===== config.mk =====
export PLATFORM = sky130hd
export DESIGN_NAME = gestor_alarmas_bateria
export DESIGN_NICKNAME = d
export VERILOG_FILES = /design/src/rtl/bateria_pkg.sv /design/src/rtl/filtro_estabilidad.sv /design/src/rtl/gestor_alarmas_bateria.sv
export SDC_FILE = /design/constraint.sdc
export NUM_CORES = 1
export LEC_CHECK = 0
export CAP_MARGIN = 20
export CORE_MARGIN = 2
export CORE_UTILIZATION = 46
export CTS_CLUSTER_DIAMETER = 120
export DETAILED_ROUTE_END_ITERATION = 10
export PLACE_DENSITY = 0.85
export SLEW_MARGIN = 20
export SYNTH_ARGS = -nofsm -noshare
export SYNTH_HDL_FRONTEND = slang
export SYNTH_SLANG_ARGS = --single-unit

===== constraint.sdc =====
create_clock -name clk -period 1.7 [get_ports clk]
set_input_delay 0.34 -clock clk [delete_from_list [all_inputs] [get_ports clk]]
set_output_delay 0.34 -clock clk [all_outputs]
set_load 0.05 [all_outputs]

===== src/rtl/bateria_pkg.sv =====
// Shared encodings for the battery alarm manager: filtered level codes, alarm FSM
// state codes, event-counter width and the common "leave critical" exit rule.
package bateria_pkg;

   // Filtered level codes (nivel_estable)
   localparam logic [1:0] NIVEL_OPTIMO    = 2'b00;
   localparam logic [1:0] NIVEL_ACEPTABLE = 2'b01;
   localparam logic [1:0] NIVEL_REGULAR   = 2'b10;
   localparam logic [1:0] NIVEL_CRITICO   = 2'b11;

   // Alarm FSM state codes (estado_alarma)
   typedef enum logic [1:0] {
      EST_NORMAL     = 2'b00,
      EST_AVISO      = 2'b01,
      EST_CRITICO    = 2'b10,
      EST_SILENCIADO = 2'b11
   } estado_t;

   // Width of the optional critical-entry counter
   localparam int unsigned ANCHO_CONTADOR = 8;

   // Destination when the level is no longer critical: warn if regular or a battery warning
   function automatic estado_t estado_salida(input logic [1:0] nivel, input logic advertencia);
      return ((nivel == NIVEL_REGULAR) || advertencia) ? EST_AVISO : EST_NORMAL;
   endfunction

endpackage


===== src/rtl/filtro_estabilidad.sv =====
// Generic stability filter: an input pattern is accepted only after it has been
// seen unchanged for N_ESTABLE consecutive edges. Any change restarts the count.
// salida_sig exposes the value salida takes on the next edge so downstream state
// can update on the same edge as the filtered output.
module filtro_estabilidad
   import bateria_pkg::*;
#(
   parameter int unsigned ANCHO     = 3,
   parameter int unsigned N_ESTABLE = 4
) (
   input  logic             clk,
   input  logic             rst,
   input  logic [ANCHO-1:0] entrada,
   output logic [ANCHO-1:0] salida,
   output logic [ANCHO-1:0] salida_sig
);

   localparam int unsigned ANCHO_CNT = $clog2(N_ESTABLE);
   localparam logic [ANCHO_CNT-1:0] CNT_MAX = ANCHO_CNT'(N_ESTABLE - 1);

   logic [ANCHO-1:0]     candidato_q, candidato_d;
   logic [ANCHO-1:0]     salida_q, salida_d;
   logic [ANCHO_CNT-1:0] cnt_q, cnt_d;

   // Next-state: restart on change, publish once the count reaches its limit
   always_comb begin
      candidato_d = candidato_q;
      cnt_d       = cnt_q;
      salida_d    = salida_q;
      if (entrada != candidato_q) begin
         candidato_d = entrada;
         cnt_d       = '0;
      end else if (cnt_q == CNT_MAX) begin
         salida_d = candidato_q;
      end else begin
         cnt_d = cnt_q + ANCHO_CNT'(1);
      end
   end

   // Filter state registers
   always_ff @(posedge clk or posedge rst) begin
      if (rst) begin
         candidato_q <= '0;
         cnt_q       <= '0;
         salida_q    <= '0;
      end else begin
         candidato_q <= candidato_d;
         cnt_q       <= cnt_d;
         salida_q    <= salida_d;
      end
   end

   assign salida     = salida_q;
   assign salida_sig = salida_d;

endmodule


===== src/rtl/gestor_alarmas_bateria.sv =====
// Battery alarm manager: filters the battery monitor's level flags and discharge
// warnings, runs the alarm FSM with operator acknowledge and drives LED blink
// patterns, the buzzer and the state code for the display.
// Optional: define REGISTRO_EVENTOS_EN to add the saturating contador_criticos output.
module gestor_alarmas_bateria
   import bateria_pkg::*;
#(
   parameter int unsigned N_ESTABLE    = 4,
   parameter int unsigned DIV_PARPADEO = 8
) (
   input  logic       clk,
   input  logic       rst,
   input  logic       advertencia_bateria_1,
   input  logic       advertencia_bateria_2,
   input  logic       optimo,
   input  logic       aceptable,
   input  logic       regular,
   input  logic       critico,
   input  logic       reconocer,
   output logic [1:0] nivel_estable,
   output logic       advertencia_estable,
   output logic [1:0] estado_alarma,
   output logic       led_alarma,
   output logic       buzzer
`ifdef REGISTRO_EVENTOS_EN
   ,
   output logic [ANCHO_CONTADOR-1:0] contador_criticos
`endif
);

   localparam int unsigned ANCHO_DIV = $clog2(DIV_PARPADEO);
   localparam logic [ANCHO_DIV-1:0] DIV_MITAD = ANCHO_DIV'(DIV_PARPADEO / 2 - 1);
   localparam logic [ANCHO_DIV-1:0] DIV_FIN   = ANCHO_DIV'(DIV_PARPADEO - 1);

   logic [1:0]           nivel_codificado;
   logic [2:0]           crudo;
   logic [2:0]           filtrado_q, filtrado_d;
   logic [1:0]           nivel_sig;
   logic                 advertencia_sig;
   estado_t              estado_q;
   logic [ANCHO_DIV-1:0] div_q;
   logic                 fase_rapida_q, fase_lenta_q;

   // Priority level encode; no flag at all is treated as critical (fail-safe)
   always_comb begin
      nivel_codificado = NIVEL_CRITICO;
      if (critico)        nivel_codificado = NIVEL_CRITICO;
      else if (regular)   nivel_codificado = NIVEL_REGULAR;
      else if (aceptable) nivel_codificado = NIVEL_ACEPTABLE;
      else if (optimo)    nivel_codificado = NIVEL_OPTIMO;
   end

   assign crudo = {advertencia_bateria_1 | advertencia_bateria_2, nivel_codificado};

   filtro_estabilidad #(
      .ANCHO     (3),
      .N_ESTABLE (N_ESTABLE)
   ) u_filtro (
      .clk        (clk),
      .rst        (rst),
      .entrada    (crudo),
      .salida     (filtrado_q),
      .salida_sig (filtrado_d)
   );

   assign advertencia_estable = filtrado_q[2];
   assign nivel_estable       = filtrado_q[1:0];

   // FSM sees the filtered value being published this edge, so state tracks it in step
   assign nivel_sig       = filtrado_d[1:0];
   assign advertencia_sig = filtrado_d[2];

   // Alarm FSM
   always_ff @(posedge clk or posedge rst) begin
      if (rst) begin
         estado_q <= EST_NORMAL;
      end else begin
         unique case (estado_q)
            EST_NORMAL, EST_AVISO: begin
               estado_q <= (nivel_sig == NIVEL_CRITICO) ? EST_CRITICO
                                                       : estado_salida(nivel_sig, advertencia_sig);
            end
            EST_CRITICO: begin
               // Level recovery wins over a simultaneous acknowledge
               if (nivel_sig != NIVEL_CRITICO) estado_q <= estado_salida(nivel_sig, advertencia_sig);
               else if (reconocer)             estado_q <= EST_SILENCIADO;
            end
            EST_SILENCIADO: begin
               if (nivel_sig != NIVEL_CRITICO) estado_q <= estado_salida(nivel_sig, advertencia_sig);
            end
            default: estado_q <= EST_NORMAL;
         endcase
      end
   end

   assign estado_alarma = estado_q;

   // Free-running blink divider with fast (period DIV) and slow (period 2*DIV) phases
   always_ff @(posedge clk or posedge rst) begin
      if (rst) begin
         div_q         <= '0;
         fase_rapida_q <= 1'b0;
         fase_lenta_q  <= 1'b0;
      end else begin
         if (div_q == DIV_FIN) begin
            div_q         <= '0;
            fase_rapida_q <= ~fase_rapida_q;
            fase_lenta_q  <= ~fase_lenta_q;
         end else begin
            div_q <= div_q + ANCHO_DIV'(1);
            if (div_q == DIV_MITAD) fase_rapida_q <= ~fase_rapida_q;
         end
      end
   end

   // Registered LED and buzzer, one cycle behind state and phases
   always_ff @(posedge clk or posedge rst) begin
      if (rst) begin
         led_alarma <= 1'b0;
         buzzer     <= 1'b0;
      end else begin
         unique case (estado_q)
            EST_NORMAL: begin
               led_alarma <= 1'b0;
               buzzer     <= 1'b0;
            end
            EST_AVISO: begin
               led_alarma <= fase_lenta_q;
               buzzer     <= 1'b0;
            end
            EST_CRITICO: begin
               led_alarma <= fase_rapida_q;
               buzzer     <= 1'b1;
            end
            EST_SILENCIADO: begin
               led_alarma <= 1'b1;
               buzzer     <= 1'b0;
            end
            default: begin
               led_alarma <= 1'b0;
               buzzer     <= 1'b0;
            end
         endcase
      end
   end

`ifdef REGISTRO_EVENTOS_EN
   logic                      entra_critico;
   logic [ANCHO_CONTADOR-1:0] contador_q;

   // Only NORMAL and AVISO can step into CRITICO (SILENCIADO holds while critical)
   assign entra_critico = ((estado_q == EST_NORMAL) || (estado_q == EST_AVISO)) &&
                          (nivel_sig == NIVEL_CRITICO);

   // Saturating count of entries into CRITICO
   always_ff @(posedge clk or posedge rst) begin
      if (rst) begin
         contador_q <= '0;
      end else if (entra_critico && (contador_q != '1)) begin
         contador_q <= contador_q + ANCHO_CONTADOR'(1);
      end
   end

   assign contador_criticos = contador_q;
`endif

endmodule


==> results of run 1 <==
-- worst register-to-register path, stage by stage (launching register included) --
cell     delay [ns]
dfrtp_1        0.43
xor2_1         0.23
and4_4         0.29
mux2_4         0.31
-- through the flow --
step | worst slack (ns) | hold slack, ns | std cells | area, um^2
after floorplan | 0.1593 | 0.2661 | 61 | 768.2
after global placement | -0.3139 | 0.4141 | 96 | 947.2
after detailed placement | -0.3356 | 0.4267 | 96 | 947.2
after CTS | 0.01809 | 0.3519 | 100 | 975.9
after global routing | 0.03048 | 0.3216 | 100 | 998.5
final | 0.06434 | 0.3046 | 100 | 998.5
-- power by group --
part           internal, mW  switching, mW  total (mW)
clock network        0.0912          0.119       0.210
logic                 0.123          0.180       0.303
registers             0.446         0.0450       0.491
total                 0.660          0.344        1.00
-- cell usage after synthesis --
| cell type | count | area (um^2) |
|---|---|---|
| o21bai_4 | 1 | 18.77 |
| xnor2_1 | 3 | 26.28 |
| xor2_1 | 3 | 26.28 |
| nand3_1 | 3 | 15.01 |
| nand2_1 | 2 | 7.510 |
| nor2_1 | 7 | 26.28 |
| buf_6 | 1 | 11.26 |
| nor2b_1 | 2 | 12.51 |
| o21ai_0 | 3 | 15.01 |
| mux2_4 | 3 | 45.04 |
| nor3_2 | 1 | 10.01 |
| ha_1 | 4 | 50.05 |
| or2_2 | 1 | 6.260 |
| inv_1 | 4 | 15.01 |
| and4_1 | 1 | 8.760 |
| mux2i_1 | 3 | 30.03 |
| a21oi_1 | 1 | 5.000 |
| dfrtp_1 | 17 | 425.4 |
| nor2b_4 | 1 | 13.76 |
-- layer usage --
metal / vias to the layer above / global-route usage, % / part of all wire [%]
met5: - / 0 / 0
met4: 0 / 7.059 / 1.8
met3: 4 / 6.800 / 7.1
met2: 17 / 25.80 / 49
met1: 242 / 17.97 / 41
li1: 244 / - / -
-- layout make-up --
type                            count  area, um^2  share of cell area (%)
Clock buffer                        4       26.28                   2.632
Inverter                            4       15.01                   1.504
Multi-Input combinational cell     39       334.1                   33.46
Sequential cell                    17       425.4                   42.61
Tap cell                           16       20.02                   2.005
Timing Repair Buffer               20       177.7                   17.79
-- flip-flops by register name, indices dropped and copies added (netlist names) --
signal	count
buzzer	1
div_q	3
estado_alarma	2
fase_lenta_q	1
fase_rapida_q	1
led_alarma	1
u_filtro.candidato_q	3
u_filtro.cnt_q	2
u_filtro.salida	3
-- kinds of logic (layout without fill, tap and decap cells) --
logic type                 count (synthesis)  in the layout  synth area share (%)
DFF                                       17             17                 55.37
and+or+nand+nor                           18             18                 13.03
adders and majority gates                  4              4                 6.515
muxes                                      6              6                 9.772
AOI/OAI and AO/OA                          5              5                 5.048
xor gates and xnor gates                   6              6                 6.842
buffers and inverters                      5             28                 3.420
-- path summary, 6_finish.rpt --
check	to	cells past startpoint
worst max-delay path	u_filtro.salida[1]	6
worst min-delay path	u_filtro.candidato_q[1]	3
worst max register to register	u_filtro.salida[1]	3
worst min register to register	div_q[0]	1
max in group asynchronous	buzzer	3
min in group asynchronous	div_q[2]	3
-- timing repair --
item,in CTS,in global routing
setup endpoints to repair,5,5
gates resized for setup,2,5
pin swaps,0,3
hold buffers,0,0
==> results.py, run 1 <==
metrics = {
    "power": {
        "p_per_area_nw_per_um2": 1006,
        "power_leakage_nw": 0.5262,
        "peakVddDrop_mv": 0.5121,
        "power_mw": 1.004,
    },
    "sta": {
        "period_needed_ns": 1.636,
        "min_period_over_period_pct": 96.22,
        "setup_viol": 0,
        "slew_headroom_pct": 78.78,
        "slew_viol_final": 0,
        "tightest_slew_ns": 0.3149,
        "tns_ns": 0,
        "fmax_mhz": 611.4,
        "hold_viol_final": 0,
        "rsz0062_at_grt": "no",
        "skew_ns": 0.001175,
    },
    "global_routing": {
        "overflow": 0,
        "grt_pass1_vias": 504,
        "grt_pass1_wl_um": 2180,
        "grt_max_degree": 18,
        "track_usage_pct": 15.79,
        "antenna_found_initial": 0,
    },
    "worst_setup_path": {
        "cp_max_fo": 4,
        "cpPeakStageDelay_ns": 0.43,
        "r2r-start": "u_filtro.candidato_q[1]",
        "crit_chain": "clkdlybuf4s50_1, buf_4, o21bai_4, xnor2_2, and4_4, mux2_4",
        "endpoint_kind": "flop",
        "critPathLaunchType": "input pin",
        "cp_slowest_cell": "clkdlybuf4s50_1",
        "path_buf_inv": 2,
        "arrival_ns": 1.81,
        "crit_family": "buffers and inverters",
        "startpoint": "regular",
        "worstPathRequired_ns": 1.88,
        "critPathKind": "in -> reg",
        "reg2reg_slack_ns": 0.33,
    },
    "floorplanning": {
        "initial_core_util_pct": 49.84,
        "die_w_um": 44.87,
        "dieArea_um2": 2013,
        "core_area_um2": 1541,
        "ioPinCount": 16,
        "fp.dieH_um": 44.87,
        "rows": 14,
    },
    "layout": {
        "nFillCells": 128,
        "postLayoutCoreUtil_pct": 64.77,
        "layout_commonest_cell": "dfrtp_1",
        "nets": 98,
        "final_layout_size_suffix_gt1_share_pct": 29.76,
        "antennaDiodeCount": 0,
        "most-common-layout-cells": "17 x dfrtp_1, 12 x buf_4, 7 x nor2_1",
        "area_growth_pct": 29.97,
    },
    "cts": {
        "tritoncts": "built",
        "path_clk_slew_ns": 0.09,
        "clock_latency_ns": 0.29,
        "cts_sinks": 17,
        "cts_root_buffer": "clkbuf_4",
        "post_cts_buffers": 0,
        "htree_levels": 1,
        "cts_buffers": 3,
        "clockBufferDepth": 2,
    },
    "logic_synthesis": {
        "synth_fp_nets": 74,
        "yosysWarnings": 0,
        "yosysSeqAreaShare_pct": 55.37,
        "synth_cell_types": 19,
        "syn-cell-area_um2": 768.2,
        "synth_area_per_cell_um2": 12.59,
        "synth_cells": 61,
        "synth_seq_cells": 17,
    },
    "hold_path": {
        "hold_class": "in -> reg",
        "min_from": "critico",
    },
    "routing": {
        "post_drt_wl_per_cell_um": 12.78,
        "vias_per_cell": 5.070,
        "vias": 507,
        "routed_wl_um": 1278,
        "drc_errors": 0,
        "detail_route.iter0.violations": 4,
        "antenna_left": 0,
        "firstDrtPassIters": 2,
    },
    "status": {
        "outcome": "completed",
    },
    "run": {
        "cap_violations": 0,
    },
    "place": {
        "gp_congestion": 0.6795,
        "hpwl_um": 889.9,
        "numPortBuffers": 15,
    },
}
Note: power is estimated with default switching activity, not from simulation.
==> run 2, diff against run 1 <==
--- a/config.mk
+++ b/config.mk
@@ -7,10 +7,11 @@
 export LEC_CHECK = 0
 export CAP_MARGIN = 20
 export CORE_MARGIN = 2
-export CORE_UTILIZATION = 46
+export CORE_UTILIZATION = 35
 export CTS_CLUSTER_DIAMETER = 120
 export DETAILED_ROUTE_END_ITERATION = 10
-export PLACE_DENSITY = 0.85
+export PLACE_DENSITY = 0.7
+export SKIP_CTS_REPAIR_TIMING = 1
 export SLEW_MARGIN = 20
 export SYNTH_ARGS = -nofsm -noshare
 export SYNTH_HDL_FRONTEND = slang
==> results.py, run 2 (synthesis results as in run 1) <==
metrics = {
    "status": {
        "outcome": "completed",
    },
    "cts": {
        "cts_root_buffer": "clkbuf_4",
        "cts_buffers": 3,
        "tritoncts": "built",
        "path_clk_slew_ns": 0.10,
        "clock_latency_ns": 0.29,
        "cts_sinks": 17,
        "clockBufferDepth": 2,
        "htree_levels": 1,
    },
    "floorplanning": {
        "core_area_um2": 2022,
        "initial_core_util_pct": 38.00,
        "die_w_um": 50.85,
        "rows": 16,
        "ioPinCount": 16,
        "dieArea_um2": 2586,
        "fp.dieH_um": 50.85,
    },
    "layout": {
        "antennaDiodeCount": 0,
        "final_cell_area_um2": 1033,
        "area_growth_pct": 34.53,
        "layout_commonest_cell": "dfrtp_1",
        "final_layout_size_suffix_gt1_share_pct": 33.33,
        "postLayoutCoreUtil_pct": 51.11,
        "nets": 101,
        "most-common-layout-cells": "17 x dfrtp_1, 15 x buf_4, 7 x nor2_1",
    },
    "power": {
        "peakVddDrop_mv": 0.5277,
        "p_per_area_nw_per_um2": 979.8,
        "power_leakage_nw": 0.5342,
    },
    "routing": {
        "routed_wl_um": 1172,
        "vias_per_cell": 4.518,
        "firstDrtPassIters": 2,
        "antenna_left": 0,
        "detail_route.iter0.violations": 2,
        "post_drt_wl_per_cell_um": 10.28,
        "drc_errors": 0,
        "vias": 515,
    },
    "sta": {
        "slew_viol_final": 0,
        "skew_ns": 0.01169,
        "tns_ns": 0,
        "rsz0062_at_grt": "no",
        "min_period_over_period_pct": 96.30,
        "fmax_mhz": 610.8,
        "slew_headroom_pct": 80.01,
        "hold_viol_final": 0,
        "period_needed_ns": 1.637,
        "setup_viol": 0,
        "tightest_slew_ns": 0.2967,
    },
    "worst_setup_path": {
        "cp_slowest_cell": "clkdlybuf4s50_1",
        "critPathLaunchType": "input pin",
        "critPathKind": "in -> reg",
        "cpPeakStageDelay_ns": 0.43,
        "endpoint_kind": "flop",
        "cp_max_fo": 4,
        "r2r_cells": 3,
        "r2r-start": "u_filtro.candidato_q[1]",
        "arrival_ns": 1.81,
        "crit_chain": "clkdlybuf4s50_1, nor3_2, xor2_1, and4_4, mux2_4",
        "rr_endpoint": "u_filtro.salida[0]",
        "reg2reg_slack_ns": 0.36,
        "worstPathRequired_ns": 1.88,
    },
    "global_routing": {
        "grt_max_degree": 18,
        "antenna_found_initial": 0,
        "grt_util_met2_pct": 17.11,
        "grt-busiest-layer": "met2",
        "grt_use_met3_pct": 2.632,
        "track_usage_pct": 10.37,
        "grt_pass1_wl_um": 1966,
        "grt_pass1_vias": 483,
        "grt.met1_usage_pct": 11.91,
        "overflow": 0,
    },
    "hold_path": {
        "hold_class": "in -> async",
    },
    "place": {
        "gp_congestion": 0.7740,
        "post_dp_cell_area_um2": 975.9,
        "numPortBuffers": 15,
        "hpwl_um": 924.7,
    },
    "run": {
        "cap_violations": 0,
    },
}
-- run 2: final cells by class --
class | count | area (um^2)
Clock buffer | 3 | 22.52
Clock inverter | 1 | 5.005
Multi-Input combinational cell | 39 | 334.1
Fill cell | 181 | 988.4
Timing Repair Buffer | 23 | 197.7
Inverter | 4 | 15.01
Tap cell | 27 | 33.78
Sequential cell | 17 | 425.4
-- run 2: worst max-delay path by stage --
stage                          startpoint                  to  slack (ns)  depth (start not counted)
floorplan           advertencia_bateria_2  u_filtro.salida[0]        0.16                          5
finish                            critico  u_filtro.salida[0]        0.06                          5
global route                      critico  u_filtro.salida[0]       0.003                          5
detailed placement              aceptable  u_filtro.salida[0]       -0.35                          7
CTS                             aceptable  u_filtro.salida[0]       -0.04                          6
global placement                   optimo  u_filtro.salida[0]       -0.33                          6
-- run 2: per-stage QoR --
stage	hold WS, ns	power [mW]	instances	setup slack [ns]
final	0.3370	1.013	114	0.06283
after global routing	0.4033	1.062	114	0.003267
after CTS	0.3349	1.018	113	-0.04182
after detailed placement	0.4282	0.8002	109	-0.3519
after global placement	0.4149	0.7955	109	-0.3264
after floorplan	0.2661	0.6901	61	0.1593
-- run 2: per-layer routing --
| layer | share of wire [%] | routed length (um) |
|---|---|---|
| met1 | 45 | 533 |
| met2 | 46 | 544 |
| met3 | 5.1 | 60 |
| met4 | 2.9 | 34 |
| met5 | 0 | 0 |
-- run 2: critical path, delay by kind of cell --
| family | cells | cell delay (ns) |
|---|---|---|
| xor gates and xnor gates | 1 | 0.21 |
| buffers and inverters | 1 | 0.43 |
| muxes | 1 | 0.30 |
| and+or+nand+nor | 2 | 0.52 |
-- run 2: power by group --
part	leakage, nW	total [mW]	switching (mW)	internal [mW]
sequential	0.219	0.489	0.0428	0.446
clock	0.0177	0.215	0.127	0.0875
combinational	0.297	0.308	0.179	0.130
total	0.534	1.01	0.349	0.664
==> run 3, diff against run 2 <==
--- a/config.mk
+++ b/config.mk
@@ -6,11 +6,12 @@
 export NUM_CORES = 1
 export LEC_CHECK = 0
 export CAP_MARGIN = 20
+export CORE_ASPECT_RATIO = 1.75
 export CORE_MARGIN = 2
-export CORE_UTILIZATION = 35
+export CORE_UTILIZATION = 30
 export CTS_CLUSTER_DIAMETER = 120
 export DETAILED_ROUTE_END_ITERATION = 10
-export PLACE_DENSITY = 0.7
+export PLACE_DENSITY = 0.64
 export SKIP_CTS_REPAIR_TIMING = 1
 export SLEW_MARGIN = 20
 export SYNTH_ARGS = -nofsm -noshare
==> results.py, run 3 (synthesis results as in run 1) <==
metrics = {
    "sta": {
        "worst_slack_ns": 0.05217,
        "rsz0062_at_grt": "no",
        "period_needed_ns": 1.648,
        "slew_headroom_pct": 81.34,
        "timing.hold.ws_ns": 0.3964,
        "slew_viol_final": 0,
        "min_period_over_period_pct": 96.93,
        "hold_viol_final": 0,
        "tns_ns": 0,
        "skew_ns": 0.002774,
        "tightest_slew_ns": 0.2770,
        "fmax_mhz": 606.9,
        "setup_viol": 0,
    },
    "cts": {
        "htree_levels": 1,
        "clockBufferDepth": 2,
        "cts_root_buffer": "clkbuf_8",
        "clock_latency_ns": 0.25,
        "path_clk_slew_ns": 0.06,
        "tritoncts": "built",
        "cts_buffers": 3,
        "cts_sinks": 17,
    },
    "floorplanning": {
        "die_w_um": 42.26,
        "ioPinCount": 16,
        "fp.dieH_um": 70.95,
        "rows": 24,
        "initial_core_util_pct": 31.20,
        "core_area_um2": 2462,
        "dieArea_um2": 2998,
    },
    "layout": {
        "nets": 101,
        "final_cell_area_um2": 1065,
        "area_growth_pct": 38.60,
        "seq_area_um2": 425.4,
        "most-common-layout-cells": "17 x dfrtp_1, 15 x buf_4, 7 x nor2_1",
        "layout_commonest_cell": "dfrtp_1",
        "antennaDiodeCount": 0,
        "nFillCells": 246,
        "final_layout_size_suffix_gt1_share_pct": 33.33,
        "multi_input_area_um2": 342.8,
    },
    "power": {
        "p_per_area_nw_per_um2": 1030,
        "peakVddDrop_mv": 0.3534,
        "power_leakage_nw": 0.5623,
        "power_mw": 1.097,
    },
    "worst_setup_path": {
        "endpoint_kind": "flop",
        "critPathLaunchType": "input pin",
        "critPathKind": "in -> reg",
        "arrival_ns": 1.78,
        "cp_max_fo": 4,
        "worstPathRequired_ns": 1.83,
    },
    "routing": {
        "drc_errors": 0,
        "vias": 528,
        "routed_wl_um": 1348,
        "vias_per_cell": 4.673,
        "firstDrtPassIters": 4,
        "detail_route.iter0.violations": 2,
        "antenna_left": 0,
        "post_drt_wl_per_cell_um": 11.93,
    },
    "global_routing": {
        "grt_max_degree": 18,
        "grt_pass1_vias": 541,
        "overflow": 0,
        "antenna_found_initial": 0,
        "grt_pass1_wl_um": 2304,
        "track_usage_pct": 9.866,
    },
    "run": {
        "cap_violations": 0,
    },
    "hold_path": {
        "hold_class": "in -> async",
    },
    "place": {
        "pre_cts_slack_ns": -0.3426,
        "hpwl_um": 1015,
        "post_dp_cell_area_um2": 974.7,
        "numPortBuffers": 15,
        "gp_congestion": 0.6949,
    },
    "status": {
        "outcome": "completed",
    },
}
## run 3: cell count changes in the layout (fill, tap and decap cells not counted)
cell and delta:
clkbuf_4 -3, clkbuf_8 +3, clkdlybuf4s50_1 -2, dlymetal6s2s_1 +2, nor3_2 -1, nor3_4 +1, or2_2 -1, or2_4 +1
## run 3: stage by stage
| stage | util (%) | std cells |
|---|---|---|
| floorplan | - | 61 |
| global placement | 39.58 | 108 |
| detailed placement | 39.58 | 108 |
| CTS | 41.46 | 112 |
| global route | 43.24 | 113 |
| finish | 43.24 | 113 |
## run 3: worst paths after layout
check / startpoint / end / slack, ns / cells after the start
max: advertencia_bateria_2 / u_filtro.salida[0] / 0.05 / 5
min: rst / div_q[1] / 0.40 / 3
max reg2reg: u_filtro.candidato_q[1] / u_filtro.salida[0] / 0.34 / 3
min reg2reg: div_q[0] / div_q[0] / 0.45 / 1
max in group asynchronous: rst / led_alarma / 1.11 / 3
min in group clk: critico / u_filtro.candidato_q[0] / 0.44 / 2
## run 3: report_power, final
part / switching [mW] / internal (mW)
combinational: 0.184 / 0.130
clock: 0.129 / 0.162
sequential: 0.0444 / 0.447
total: 0.357 / 0.740
## run 3: final cells by class
| cell class | instances | share of cell area, % |
|---|---|---|
| multi-input cells | 39 | 32.20 |
| clock inverters | 1 | 0.4700 |
| clock buffers | 3 | 3.878 |
| flip-flops and latches | 17 | 39.95 |
| well taps | 26 | 3.055 |
| repair buffers | 23 | 19.04 |
| inverters | 4 | 1.410 |
## run 3: routing by layer
layer | share of wire (%) | track usage, % | up-vias
met5 | 0 | 0 | -
met4 | 0 | 3.125 | 0
met3 | 5.3 | 2.551 | 0
met2 | 61 | 18.29 | 18
met1 | 34 | 10.55 | 260
li1 | - | - | 250
## run 3: worst max-delay path, stage by stage
cell             delay [ns]
clkdlybuf4s50_1        0.39
or2_4                  0.26
xnor2_2                0.19
and4_4                 0.29
mux2_4                 0.30
